## config.mk

```make
export PLATFORM = sky130hd
export DESIGN_NAME = cpu
export DESIGN_NICKNAME = d
export VERILOG_FILES = /design/src/rtl/cpu_pkg.sv /design/src/rtl/hex7seg.sv /design/src/rtl/cpu.sv
export SDC_FILE = /design/constraint.sdc
export NUM_CORES = 1
export LEC_CHECK = 0
export BUFFER_PORTS_ARGS = -buffer_cell sky130_fd_sc_hd__buf_2
export CELL_PAD_IN_SITES_DETAIL_PLACEMENT = 1
export CELL_PAD_IN_SITES_GLOBAL_PLACEMENT = 1
export CORE_MARGIN = 2
export CORE_UTILIZATION = 53
export CTS_CLUSTER_SIZE = 10
export DETAILED_ROUTE_END_ITERATION = 7
export PLACE_DENSITY_LB_ADDON = 0.25
export REMOVE_ABC_BUFFERS = 1
export SLEW_MARGIN = 20
export SYNTH_ARGS = -nofsm -noshare
export SYNTH_HDL_FRONTEND = slang
export SYNTH_SLANG_ARGS = --single-unit
```

## constraint.sdc

```tcl
create_clock -name clock -period 5.2 [get_ports clock]
set_clock_uncertainty 0.05 [all_clocks]
set_input_delay 0 -clock clock [delete_from_list [all_inputs] [get_ports clock]]
set_output_delay 0 -clock clock [all_outputs]
set_load 0.02 [all_outputs]
```

## src/rtl/cpu_pkg.sv

```systemverilog
// Shared definitions for the accumulator CPU: opcodes, sequencer states,
// the default program image and the hex-to-7-segment decoder.
package cpu_pkg;

  typedef enum logic [2:0] {
    LOAD  = 3'b000,
    STORE = 3'b001,
    ADD   = 3'b010,
    SUB   = 3'b011,
    BNE   = 3'b100,
    IN    = 3'b101,
    OUT   = 3'b110,
    JMP   = 3'b111
  } opcode_t;

  typedef enum logic [1:0] {
    FETCH1,
    FETCH2,
    EXEC1,
    EXEC2
  } state_t;

  // IN; OUT; JMP 0 -- echoes the switches onto the OUT display forever.
  localparam logic [31:0][7:0] DEFAULT_IMAGE = '{
    0:       8'hA0,
    1:       8'hC0,
    2:       8'hE0,
    default: 8'h00
  };

  // Active-low segments, bit order {g,f,e,d,c,b,a}.
  function automatic logic [6:0] hex_to_seg(input logic [3:0] d);
    logic [6:0] s;
    case (d)
      4'h0: s = 7'b1000000;
      4'h1: s = 7'b1111001;
      4'h2: s = 7'b0100100;
      4'h3: s = 7'b0110000;
      4'h4: s = 7'b0011001;
      4'h5: s = 7'b0010010;
      4'h6: s = 7'b0000010;
      4'h7: s = 7'b1111000;
      4'h8: s = 7'b0000000;
      4'h9: s = 7'b0010000;
      4'hA: s = 7'b0001000;
      4'hB: s = 7'b0000011;
      4'hC: s = 7'b1000110;
      4'hD: s = 7'b0100001;
      4'hE: s = 7'b0000110;
      default: s = 7'b0001110;
    endcase
    return s;
  endfunction

endpackage

```

## src/rtl/hex7seg.sv

```systemverilog
// One hex digit to active-low 7-segment glyph.
module hex7seg
  import cpu_pkg::*;
(
  input  logic [3:0] digit,
  output logic [6:0] seg
);

  // Purely combinational decode.
  always_comb begin
    seg = hex_to_seg(digit);
  end

endmodule

```

## src/rtl/cpu.sv

```systemverilog
// Multi-cycle accumulator CPU with internal 32x8 program/data memory,
// switch input and four hex displays (OUT low/high, ACC low/high).
module cpu
  import cpu_pkg::*;
#(
  parameter int WORD_W = 8,
  parameter int OP_W   = 3,
  parameter logic [(2**(WORD_W-OP_W))-1:0][WORD_W-1:0] IMAGE = DEFAULT_IMAGE
) (
  input  logic       clock,
  input  logic       n_reset,
  input  logic [7:0] sw,
  output logic [6:0] disp0,
  output logic [6:0] disp1,
  output logic [6:0] disp2,
  output logic [6:0] disp3
);

  localparam int AW    = WORD_W - OP_W;
  localparam int DEPTH = 2 ** AW;

  state_t              state, state_nx;
  logic [AW-1:0]       pc, mar;
  logic [WORD_W-1:0]   ir, acc, out_r, rdata;
  opcode_t             op;
  logic [AW-1:0]       addr;
  logic                mem_op, we;

  // Loaded at elaboration; reset deliberately leaves it alone.
  logic [DEPTH-1:0][WORD_W-1:0] mem = IMAGE;

  // Instruction field decode and combinational memory read.
  always_comb begin
    op     = opcode_t'(ir[WORD_W-1 -: OP_W]);
    addr   = ir[AW-1:0];
    rdata  = mem[mar];
    mem_op = (op == LOAD) || (op == STORE) || (op == ADD) || (op == SUB);
    we     = (state == EXEC2) && (op == STORE);
  end

  // Sequencer state register.
  always_ff @(posedge clock or posedge n_reset) begin
    if (n_reset) state <= FETCH1;
    else         state <= state_nx;
  end

  // Sequencer next-state logic.
  always_comb begin
    state_nx = FETCH1;
    case (state)
      FETCH1: state_nx = FETCH2;
      FETCH2: state_nx = EXEC1;
      EXEC1:  state_nx = mem_op ? EXEC2 : FETCH1;
      EXEC2:  state_nx = FETCH1;
      default: state_nx = FETCH1;
    endcase
  end

  // Datapath registers, updated according to the current sequencer state.
  always_ff @(posedge clock or posedge n_reset) begin
    if (n_reset) begin
      pc    <= '0;
      mar   <= '0;
      ir    <= '0;
      acc   <= '0;
      out_r <= '0;
    end else begin
      case (state)
        FETCH1: mar <= pc;
        FETCH2: begin
          ir <= rdata;
          pc <= pc + 1'b1;
        end
        EXEC1: begin
          case (op)
            IN:      acc   <= sw;
            OUT:     out_r <= acc;
            JMP:     pc    <= addr;
            BNE:     if (acc != '0) pc <= addr;
            default: mar   <= addr;
          endcase
        end
        EXEC2: begin
          case (op)
            LOAD:    acc <= rdata;
            ADD:     acc <= acc + rdata;
            SUB:     acc <= acc - rdata;
            default: ;
          endcase
        end
        default: ;
      endcase
    end
  end

  // Synchronous memory write, only from STORE's second execute cycle.
  always_ff @(posedge clock) begin
    if (we) mem[mar] <= acc;
  end

  hex7seg u_disp0 (.digit(out_r[3:0]), .seg(disp0));
  hex7seg u_disp1 (.digit(out_r[7:4]), .seg(disp1));
  hex7seg u_disp2 (.digit(acc[3:0]),   .seg(disp2));
  hex7seg u_disp3 (.digit(acc[7:4]),   .seg(disp3));

endmodule

```

* After elaboration in Yosys (flattened, before gate mapping) *
Memory sizes are Yosys's and may differ from the RTL's.
Cells that the tools add are included.

storage, ports and cells
  register bits after elaboration = 292
  bits in latches = 0
  bits in writable memories = 0
  memory bits (read-only) = 448
  input bits = 10
  output and inout bits = 28
  memories = 4

memory list
  memory            depth  width  rd ports  clocked after memory_dff  write ports  RTL line       source
  (name not given)  16     7      1         0                         0            cpu_pkg.sv:34  case (d)
  (name not given)  16     7      1         0                         0            cpu_pkg.sv:34
  (name not given)  16     7      1         0                         0            cpu_pkg.sv:34
  (name not given)  16     7      1         0                         0            cpu_pkg.sv:34

operators by class
  add/sub/neg operators = 3
  multiply operators = 0
  divide/modulo/power cells = 0
  magnitude comparators = 2
  equality and inequality tests = 15
  shift operators = 0
  mux-type cells = 15
  bitwise operators = 0
  reduce and logical (&&, ||, !) cells = 16

operators with widths
  cell                                                                count
  bitwise mux 256 bit                                                 1
  binary-select mux 8 bit (select 5 bit)                              1
  demux 8 bit (select 5 bit)                                          1
  case mux 5 bit (2 select lines)                                     3
  two-way mux 8 bit                                                   3
  case mux 8 bit (3 select lines)                                     1
  case mux 8 bit (2 select lines)                                     1
  equality test 3 bit (second input constant)                         4
  two-way mux 5 bit                                                   2
  adder 8 bit                                                         1
  case mux 2 bit (4 select lines)                                     1
  nonzero test 8 bit                                                  1
  subtractor 8 bit                                                    1
  equality test 3 x 2 -> 1 bit (second input constant)                2
  < comparator 5 x 6 -> 1 bit (second input constant)                 1
  AND reduction 3 bit                                                 2
  nonzero test 2 bit                                                  3
  adder 5 x 1 -> 5 bit (second input constant)                        1
  greater-or-equal comparator 5 x 1 -> 1 bit (second input constant)  1
  equality test 2 bit (second input constant)                         2
  inequality test 4 bit (second input constant)                       1
  AND reduction 2 bit                                                 2
  OR reduction 4 bit                                                  1
  equality test 3 x 1 -> 1 bit (second input constant)                1
  other kinds (10)                                                    13

* Longest topological paths before layout *
Gate-level depths: netlist of the first run.

  depth after elaboration = 6
  depth in mapped cells = 22
  depth with buffers taken out = 18

* By module *
Synthesis of the first run repeated with hierarchy kept, for this count alone.

second synthesis, totals
  cell total of the unflattened synthesis = 926
  area total of the unflattened synthesis = 13491.7 um^2

by module, submodules not included
  module                  times used  cells an instance  area an instance (um^2)
  cpu                     1           795                12395.6
  hex7seg at u_disp1 ...  3           32                 275.3
  hex7seg at u_disp0      1           35                 270.3

* Worst setup path before layout of the first run *
No wires, ideal clock.

  path type = reg-to-reg
  start = register mar[0]
  end = register acc[7]
  data arrival time = 3.623 ns
  data required time = 5.023 ns
  slack = 1.401 ns
  stages on the path, launching flop included = 20
  path through = dfrtp_1 > buf_6 > buf_8 > buf_2 > mux2i_1 > o22ai_1 > nor4_1 > nand2_1 > inv_1 > ha_1 > a21oi_1 > ha_1 > a21o_1 > a21oi_1 > o21bai_1 > a21o_1 > a31oi_1 > xor2_1 > a211oi_2 > nand3b_1

on the way
  cells in the longest elaborated chain, start to end = 5

ends and longest elaborated chain
  item                                             RTL line              source
  from (decl)                                      cpu.sv:23             logic [AW-1:0] pc, mar;
  from (signal assigned)                           cpu.sv:69             FETCH1: mar <= pc;
  from (signal assigned)                           cpu.sv:80             default: mar <= addr;
  binary-select mux 8 bit (select 5 bit) (*)       cpu.sv:36             rdata = mem[mar];
  two-way mux 8 bit (implied by the code) (*)      cpu.sv:36
  via rdata[0]                                     cpu.sv:24             logic [WORD_W-1:0] ir, acc, out_r, rdata;
  subtractor 8 bit or adder 8 bit (tied branches)  cpu.sv:87, cpu.sv:86
  case mux 8 bit (3 select lines) (*)              cpu.sv:84             case (op)
  case mux 8 bit (2 select lines) (*)              cpu.sv:68             case (state)
  to (signal assigned)                             cpu.sv:85             LOAD: acc <= rdata;
  to (signal assigned)                             cpu.sv:86             ADD: acc <= acc + rdata;
  to (signal assigned)                             cpu.sv:87             SUB: acc <= acc - rdata;
  to (decl)                                        cpu.sv:24

The timed path passes the listed nets; every way through them passes the cells marked *. The select of a mux whose other input is x is not followed.
A chain may end at the register's enable or synchronous reset.

* Final worst setup path of the first run *
  start = register mar[2]
  end = register acc[7]

on the way
  cells in the longest elaborated chain, start to end = 5

ends and longest elaborated chain
  item                                             RTL line
  binary-select mux 8 bit (select 5 bit) (*)       cpu.sv:36
  two-way mux 8 bit (implied by the code) (*)      cpu.sv:36
  subtractor 8 bit or adder 8 bit (tied branches)  cpu.sv:87, cpu.sv:86
  case mux 8 bit (3 select lines) (*)              cpu.sv:84
  case mux 8 bit (2 select lines) (*)              cpu.sv:68

Every way passes the cells marked *; elsewhere a longest branch is shown, timed or not. The select of a mux whose other input is x is not followed.

==> flow_summary.json, run 1 <==
{
  "tritoncts_num_sinks": 292,
  "drv_cap": 0,
  "tritoncts": "yes",
  "area.sequential_sq_um": 8594,
  "ioPinCount": 38,
  "dpl.cell_count": 1253,
  "avgRoutedWirePerCell_um": 27.56,
  "setup_total_negative_slack_ps": 0,
  "post_synthesis_cells": 920,
  "critical_path_arrival_ps": 5330,
  "route.detailed.vias_per_inst": 6.361,
  "chipWidth_um": 162.3,
  "cts_inserted_buffers": 35,
  "tightest_slew_ps": 1117,
  "max_slew_violation_count": 0,
  "grt_overflow": 0,
  "first_global_vias": 8621,
  "fp-row-count": 57,
  "antenna_cells": 0,
  "first_pass_grt_wire_length_mm": 54.01,
  "route.antenna.remaining_nets": 0,
  "end_kind": "register",
  "htreeDepth": 2,
  "ys_async_sr_fraction": 0.1233,
  "synth.cell_area_sq_um": 13280,
  "unrepaired_setup_endpoints_after_global_routing": "no",
  "path_max_fanout": 30,
  "placeableCoreArea_sq_um": 24460,
  "synth_most_common_cell": "sky130_fd_sc_hd__edfxtp_1",
  "io_buffers": 37,
  "clock_path_buffers": 3,
  "setup_viol": 0,
  "yosysUniqueCellTypes": 57,
  "cell_area_reported_after_detailed_placement_sq_um": 13790,
  "fin_cells": 1313,
  "layout-area-overhead-vs-synth_pct": 11.88,
  "antenna_found_initial": 0,
  "postSynthAreaPerCell_sq_um": 14.43,
  "power.density_nw_per_um2": 315.9,
  "multi_input_comb_area_sq_um": 4307,
  "drt_iter0_markers": 809,
  "layout.filler_cells": 2302,
  "die_height_um": 162.3,
  "sort_of_element_at_the_start_of_the_critical_path": "register",
  "max-slew-margin-rel": 0.2553,
  "postCtsSetupRepairBufs": 0,
  "synth.cells.most_frequent": "256 x sky130_fd_sc_hd__edfxtp_1, 126 x sky130_fd_sc_hd__mux2i_1, 69 x sky130_fd_sc_hd__nor2_1, 60 x sky130_fd_sc_hd__o22ai_1, 43 x sky130_fd_sc_hd__nand2_1",
  "cell_accounting_for_the_most_synthesized_area": "sky130_fd_sc_hd__edfxtp_1",
  "gp_routability_congestion": 0.9414,
  "post-place-ws_ps": 522.4,
  "net_count_of_the_finished_layout": 1023,
  "post-route-worst-setup-slack_ps": 219.9,
  "worst-r2r-setup-slack_ps": 220,
  "worst_skew_pair.late_latency_ps": 520,
  "post_route_cells_drive_above_1_share": 0.1426,
  "remaining_routing_drc_violations": 0,
  "pin_count_of_the_biggest_net_entering_global_routing": 51,
  "vdd_ir_drop_max_uv": 304.3,
  "cts-root-buf": "sky130_fd_sc_hd__clkbuf_16",
  "final_cell_area_sq_um": 14860,
  "worst_ep_required_time_ps": 5550,
  "timing_worst_setup_path_type": "reg -> reg",
  "dp_hpwl_mm": 23.72,
  "number_of_storage_elements_in_the_synthesis_netlist": 292,
  "power.leakage_nw": 5.300,
  "die_area_sq_um": 26340,
  "route.vias.total": 8352,
  "fmaxAchievable_ghz": 0.2008,
  "floorplan.initialDensity": 0.5428,
  "yosysTopAreaCellShare": 0.5789,
  "synth-edff-count": 256,
  "globalRouteTotalUtil": 0.2798,
  "status": "finished clean",
  "drt_first_pass_iters": 7,
  "synth.yosys.warnings": 0,
  "final_core_util": 0.6073,
  "hold_class": "in -> async",
  "synth_top_cells_by_area": "sky130_fd_sc_hd__edfxtp_1 58%, sky130_fd_sc_hd__mux2i_1 9.5%, sky130_fd_sc_hd__dfrtp_1 6.8%",
  "ys_dominant_reg_cell": "sky130_fd_sc_hd__edfxtp_1",
  "period_minus_slack_ps": 4980,
  "hold_viol": 0,
  "period_share": 0.9577,
  "routed_wirelength_mm": 36.19,
  "synth_sequential_area_ratio": 0.6468,
  "worst_setup_hold_path_clk_slew_ps": 60
}
logic make-up after synthesis:
logic type	after synthesis	synth area share
AOI/OAI and AO/OA	155	0.07302
xor gates and xnor gates	12	0.007915
adders and majority gates	38	0.03637
buffers and inverters	77	0.03043
DFF	292	0.6468
muxes	145	0.1238
and+or+nand+nor	201	0.08169
final timing paths:
check | to | cells past startpoint | startpoint
max in group asynchronous | mar[0] | 4 | n_reset
worst max register to register | acc[7] | 16 | mar[2]
worst max-delay path | acc[7] | 16 | mar[2]
worst min-delay path | pc[1] | 4 | n_reset
min in group clock | acc[4] | 4 | sw[4]
worst min register to register | state[1] | 1 | state[1]
flip-flops by register name (all words and copies together), names as in the netlist:
| signal | flops |
|---|---|
| acc | 8 |
| ir | 8 |
| mar | 5 |
| mem | 256 |
| out_r | 8 |
| pc | 5 |
| state | 2 |
per-layer routing:
layer  track usage  wire [um]  vias up  share of wire
met5             0          0        -              0
met4        0.1420       2076        0          0.057
met1        0.3601      14030     4187           0.39
met2        0.4574      17350      406           0.48
li1              -          -     3638              -
met3       0.05312       2735      121          0.076
power by group:
group,internal (W),total (W),leakage [nW],switching (W)
clock,0.00126,0.00216,0.474,0.000902
sequential,0.00252,0.00252,2.17,0
combinational,0.00000798,0.0000164,2.66,0.00000842
total,0.00378,0.00469,5.30,0.000911
metrics by stage:
stage                     power [W]  hold slack [ps]
after floorplan            0.002569            104.6
after global placement     0.002575            89.51
after detailed placement   0.002575            99.55
after CTS                  0.004715            111.5
after global routing       0.004802            147.3
final                      0.004693            98.27
area by class of cell:
class | instances | share of cell area
inverter | 25 | 0.006316
clock inverter | 4 | 0.002274
multi-input combinational | 551 | 0.2899
tap | 324 | 0.02729
clock buffer | 47 | 0.06342
sequential | 292 | 0.5785
timing repair buffer | 70 | 0.03234
timing repair:
item                      CTS  global route
hold buffers                9             0
resized for setup           0             0
hold endpoints to repair   44             0
critical path, stage by stage (launching register included):
cell	delay, ps
sky130_fd_sc_hd__dfrtp_1	1070
sky130_fd_sc_hd__or4b_1	400
sky130_fd_sc_hd__o22ai_1	150
sky130_fd_sc_hd__nor4_1	500
sky130_fd_sc_hd__nand2_1	220
sky130_fd_sc_hd__inv_1	200
sky130_fd_sc_hd__ha_1	270
sky130_fd_sc_hd__a21oi_1	240
sky130_fd_sc_hd__ha_1	290
sky130_fd_sc_hd__a21o_1	170
sky130_fd_sc_hd__a21oi_1	230
sky130_fd_sc_hd__o21bai_1	90
sky130_fd_sc_hd__a21o_1	210
sky130_fd_sc_hd__a31oi_1	210
sky130_fd_sc_hd__xor2_1	260
sky130_fd_sc_hd__a211oi_2	100
sky130_fd_sc_hd__nand3b_1	190
placed cells by master, fill, tap and decap left out, types with 10 or more instances in the layout:
cell                        Yosys  routed
sky130_fd_sc_hd__a21oi_1       28      28
sky130_fd_sc_hd__buf_2          7      37
sky130_fd_sc_hd__buf_4          5      22
sky130_fd_sc_hd__clkbuf_1      25      11
sky130_fd_sc_hd__clkbuf_16      0      36
sky130_fd_sc_hd__dfrtp_1       36      33
sky130_fd_sc_hd__edfxtp_1     256     256
sky130_fd_sc_hd__ha_1          37      37
sky130_fd_sc_hd__inv_1         25      25
sky130_fd_sc_hd__mux2i_1      126     126
sky130_fd_sc_hd__mux4_2        15      15
sky130_fd_sc_hd__nand2_1       43      43
sky130_fd_sc_hd__nand2b_1      10      10
sky130_fd_sc_hd__nor2_1        69      69
sky130_fd_sc_hd__o21ai_0       30      30
sky130_fd_sc_hd__o22ai_1       60      60
Power figures use the tool's default switching activity.
==> run 2: changes to the inputs <==
--- a/config.mk
+++ b/config.mk
@@ -17,4 +17,5 @@
 export SLEW_MARGIN = 20
 export SYNTH_ARGS = -nofsm -noshare
 export SYNTH_HDL_FRONTEND = slang
+export SYNTH_HIERARCHICAL = 1
 export SYNTH_SLANG_ARGS = --single-unit
==> flow_summary.json, run 2 <==
{
  "drt_iter0_markers": 660,
  "period_minus_slack_ps": 4921,
  "synth.cells.most_frequent": "256 x sky130_fd_sc_hd__edfxtp_1, 135 x sky130_fd_sc_hd__mux2i_1, 87 x sky130_fd_sc_hd__nor2_1, 59 x sky130_fd_sc_hd__o22ai_1, 41 x sky130_fd_sc_hd__ha_1",
  "yosysTopAreaCellShare": 0.5698,
  "route.antenna.remaining_nets": 0,
  "multi_input_comb_area_sq_um": 4457,
  "layout-area-overhead-vs-synth_pct": 11.29,
  "floorplan.initialDensity": 0.5373,
  "setup_viol": 0,
  "die_area_sq_um": 26750,
  "r2r.worst_path.cells": 16,
  "worst_setup_hold_path_clk_slew_ps": 60,
  "post_cts.resized_instances": 0,
  "unrepaired_setup_endpoints_after_global_routing": "no",
  "sort_of_element_at_the_start_of_the_critical_path": "register",
  "power.leakage_nw": 4.864,
  "layout.filler_cells": 2399,
  "status": "finished clean",
  "cts_inserted_buffers": 35,
  "mostFrequentLayoutCells": "256 x sky130_fd_sc_hd__edfxtp_1, 135 x sky130_fd_sc_hd__mux2i_1, 87 x sky130_fd_sc_hd__nor2_1",
  "grt_overflow": 0,
  "fp-row-count": 58,
  "cell_accounting_for_the_most_synthesized_area": "sky130_fd_sc_hd__edfxtp_1",
  "max-slew-margin-rel": 0.2704,
  "fmaxAchievable_ghz": 0.2032,
  "synth-edff-count": 256,
  "postCtsSetupRepairBufs": 0,
  "routed_wirelength_mm": 36.46,
  "globalRouteTotalUtil": 0.2792,
  "remaining_routing_drc_violations": 0,
  "synth_sequential_area_ratio": 0.6366,
  "first_pass_grt_wire_length_mm": 54.12,
  "ioPinCount": 38,
  "setup_total_negative_slack_ps": 0,
  "io_buffers": 37,
  "layout_commonest_cell": "sky130_fd_sc_hd__edfxtp_1",
  "first_global_vias": 8459,
  "end_kind": "register",
  "worst_ep_required_time_ps": 5560,
  "synth_top_cells_by_area": "sky130_fd_sc_hd__edfxtp_1 57%, sky130_fd_sc_hd__mux2i_1 10%, sky130_fd_sc_hd__dfrtp_1 6.7%",
  "area.sequential_sq_um": 8594,
  "route.detailed.vias_per_inst": 6.275,
  "critical_path_arrival_ps": 5280,
  "tritoncts_num_sinks": 292,
  "final_core_util": 0.5980,
  "synth.yosys.warnings": 6,
  "die_height_um": 163.6,
  "register_with_the_most_flip_flops": "mem",
  "period_share": 0.9463,
  "vdd_ir_drop_max_uv": 407.0,
  "timing_worst_setup_path_type": "reg -> reg",
  "gp_routability_congestion": 0.9077,
  "hold_class": "in -> async",
  "synth_most_common_cell": "sky130_fd_sc_hd__edfxtp_1",
  "post_synthesis_cells": 926,
  "drt_first_pass_iters": 5,
  "dp_hpwl_mm": 23.91,
  "hold_viol": 0,
  "tritoncts": "yes",
  "post-route-worst-setup-slack_ps": 279.4,
  "pin_count_of_the_biggest_net_entering_global_routing": 49,
  "power.density_nw_per_um2": 314.4,
  "ys_async_sr_fraction": 0.1233,
  "ys_dominant_reg_cell": "sky130_fd_sc_hd__edfxtp_1",
  "drv_cap": 0,
  "net_count_of_the_finished_layout": 1031,
  "chipWidth_um": 163.6,
  "yosysUniqueCellTypes": 59,
  "number_of_storage_elements_in_the_synthesis_netlist": 292,
  "tightest_slew_ps": 1090,
  "synth.cell_area_sq_um": 13490,
  "max_slew_violation_count": 0,
  "post_route_cells_drive_above_1_share": 0.1469,
  "max_ffs_per_register": 256,
  "htreeDepth": 2,
  "antenna_cells": 0,
  "placeableCoreArea_sq_um": 25110,
  "postSynthAreaPerCell_sq_um": 14.57,
  "cts-root-buf": "sky130_fd_sc_hd__clkbuf_16",
  "antenna_found_initial": 0,
  "post-place-ws_ps": 354.9,
  "worst_skew_pair.late_latency_ps": 510,
  "path_max_fanout": 28,
  "avgRoutedWirePerCell_um": 27.54,
  "clock_path_buffers": 3,
  "route.vias.total": 8308,
  "hold_buffers": 9
}
-- run 2: layout make-up --
cell class,count,share of cell area
sequential,292,0.5724
multi-input combinational,554,0.2968
clock buffer,51,0.06583
inverter,28,0.007000
tap,330,0.02750
timing repair buffer,68,0.03017
clock inverter,1,0.0002500
-- run 2: path summary, 6_finish.rpt --
check | startpoint | slack (ps) | to
worst max-delay path | mar[4] | 280 | acc[7]
worst min register to register | state[1] | 490 | state[1]
min in group clock | sw[1] | 300 | acc[1]
max in group asynchronous | n_reset | 4620 | mar[1]
worst min-delay path | n_reset | 100 | acc[6]
worst max register to register | mar[4] | 280 | acc[7]
-- run 2: per-stage QoR --
| step | std cells | total power (W) | hold slack [ps] | instance area (sq um) |
|---|---|---|---|---|
| after floorplan | 874 | 0.002570 | 117.0 | 13150 |
| after global placement | 1263 | 0.002576 | 90.47 | 13930 |
| after detailed placement | 1263 | 0.002576 | 92.95 | 13930 |
| after CTS | 1324 | 0.004734 | 112.2 | 15010 |
| after global routing | 1324 | 0.004833 | 167.1 | 15010 |
| final | 1324 | 0.004721 | 103.2 | 15010 |
-- run 2: cells by family (layout without fill, tap and decap cells) --
kind of cell / count (synthesis) / in the layout / synth area share
flip-flops: 292 / 292 / 0.6366
AND/OR/NAND/NOR: 191 / 191 / 0.08041
multiplexers: 161 / 161 / 0.1330
AO/OA/AOI/OAI: 148 / 148 / 0.06965
buffers and inverters: 80 / 148 / 0.03311
adder cells (fa/ha/maj): 42 / 42 / 0.03951
XOR/XNOR: 12 / 12 / 0.007790
-- run 2: per-layer routing --
layer,vias up,GRT usage,routed length [um]
met5,-,0,0
met4,0,0.1132,1482
met3,96,0.06805,2691
met2,340,0.4501,17290
met1,4224,0.3660,15000
li1,3648,-,-
-- run 2: critical path, stage by stage, from the launching register on --
cell	delay, ps
sky130_fd_sc_hd__dfrtp_1	900
sky130_fd_sc_hd__nand4bb_1	510
sky130_fd_sc_hd__o22ai_1	170
sky130_fd_sc_hd__nor4_1	470
sky130_fd_sc_hd__nand2_1	310
sky130_fd_sc_hd__inv_1	160
sky130_fd_sc_hd__ha_1	250
sky130_fd_sc_hd__a21oi_1	290
sky130_fd_sc_hd__ha_1	300
sky130_fd_sc_hd__a21o_1	160
sky130_fd_sc_hd__a21o_1	200
sky130_fd_sc_hd__a21o_1	180
sky130_fd_sc_hd__a21oi_1	200
sky130_fd_sc_hd__o21ai_0	150
sky130_fd_sc_hd__xor2_1	170
sky130_fd_sc_hd__o21a_1	190
sky130_fd_sc_hd__o31ai_2	170
-- run 2: where the power goes --
part | internal, W | switching, W | total, W | leakage (nW)
sequential | 0.00252 | 0 | 0.00252 | 2.63
combinational | 0.00000842 | 0.00000904 | 0.0000175 | 1.76
clock | 0.00130 | 0.000888 | 0.00219 | 0.480
total | 0.00382 | 0.000897 | 0.00472 | 4.86
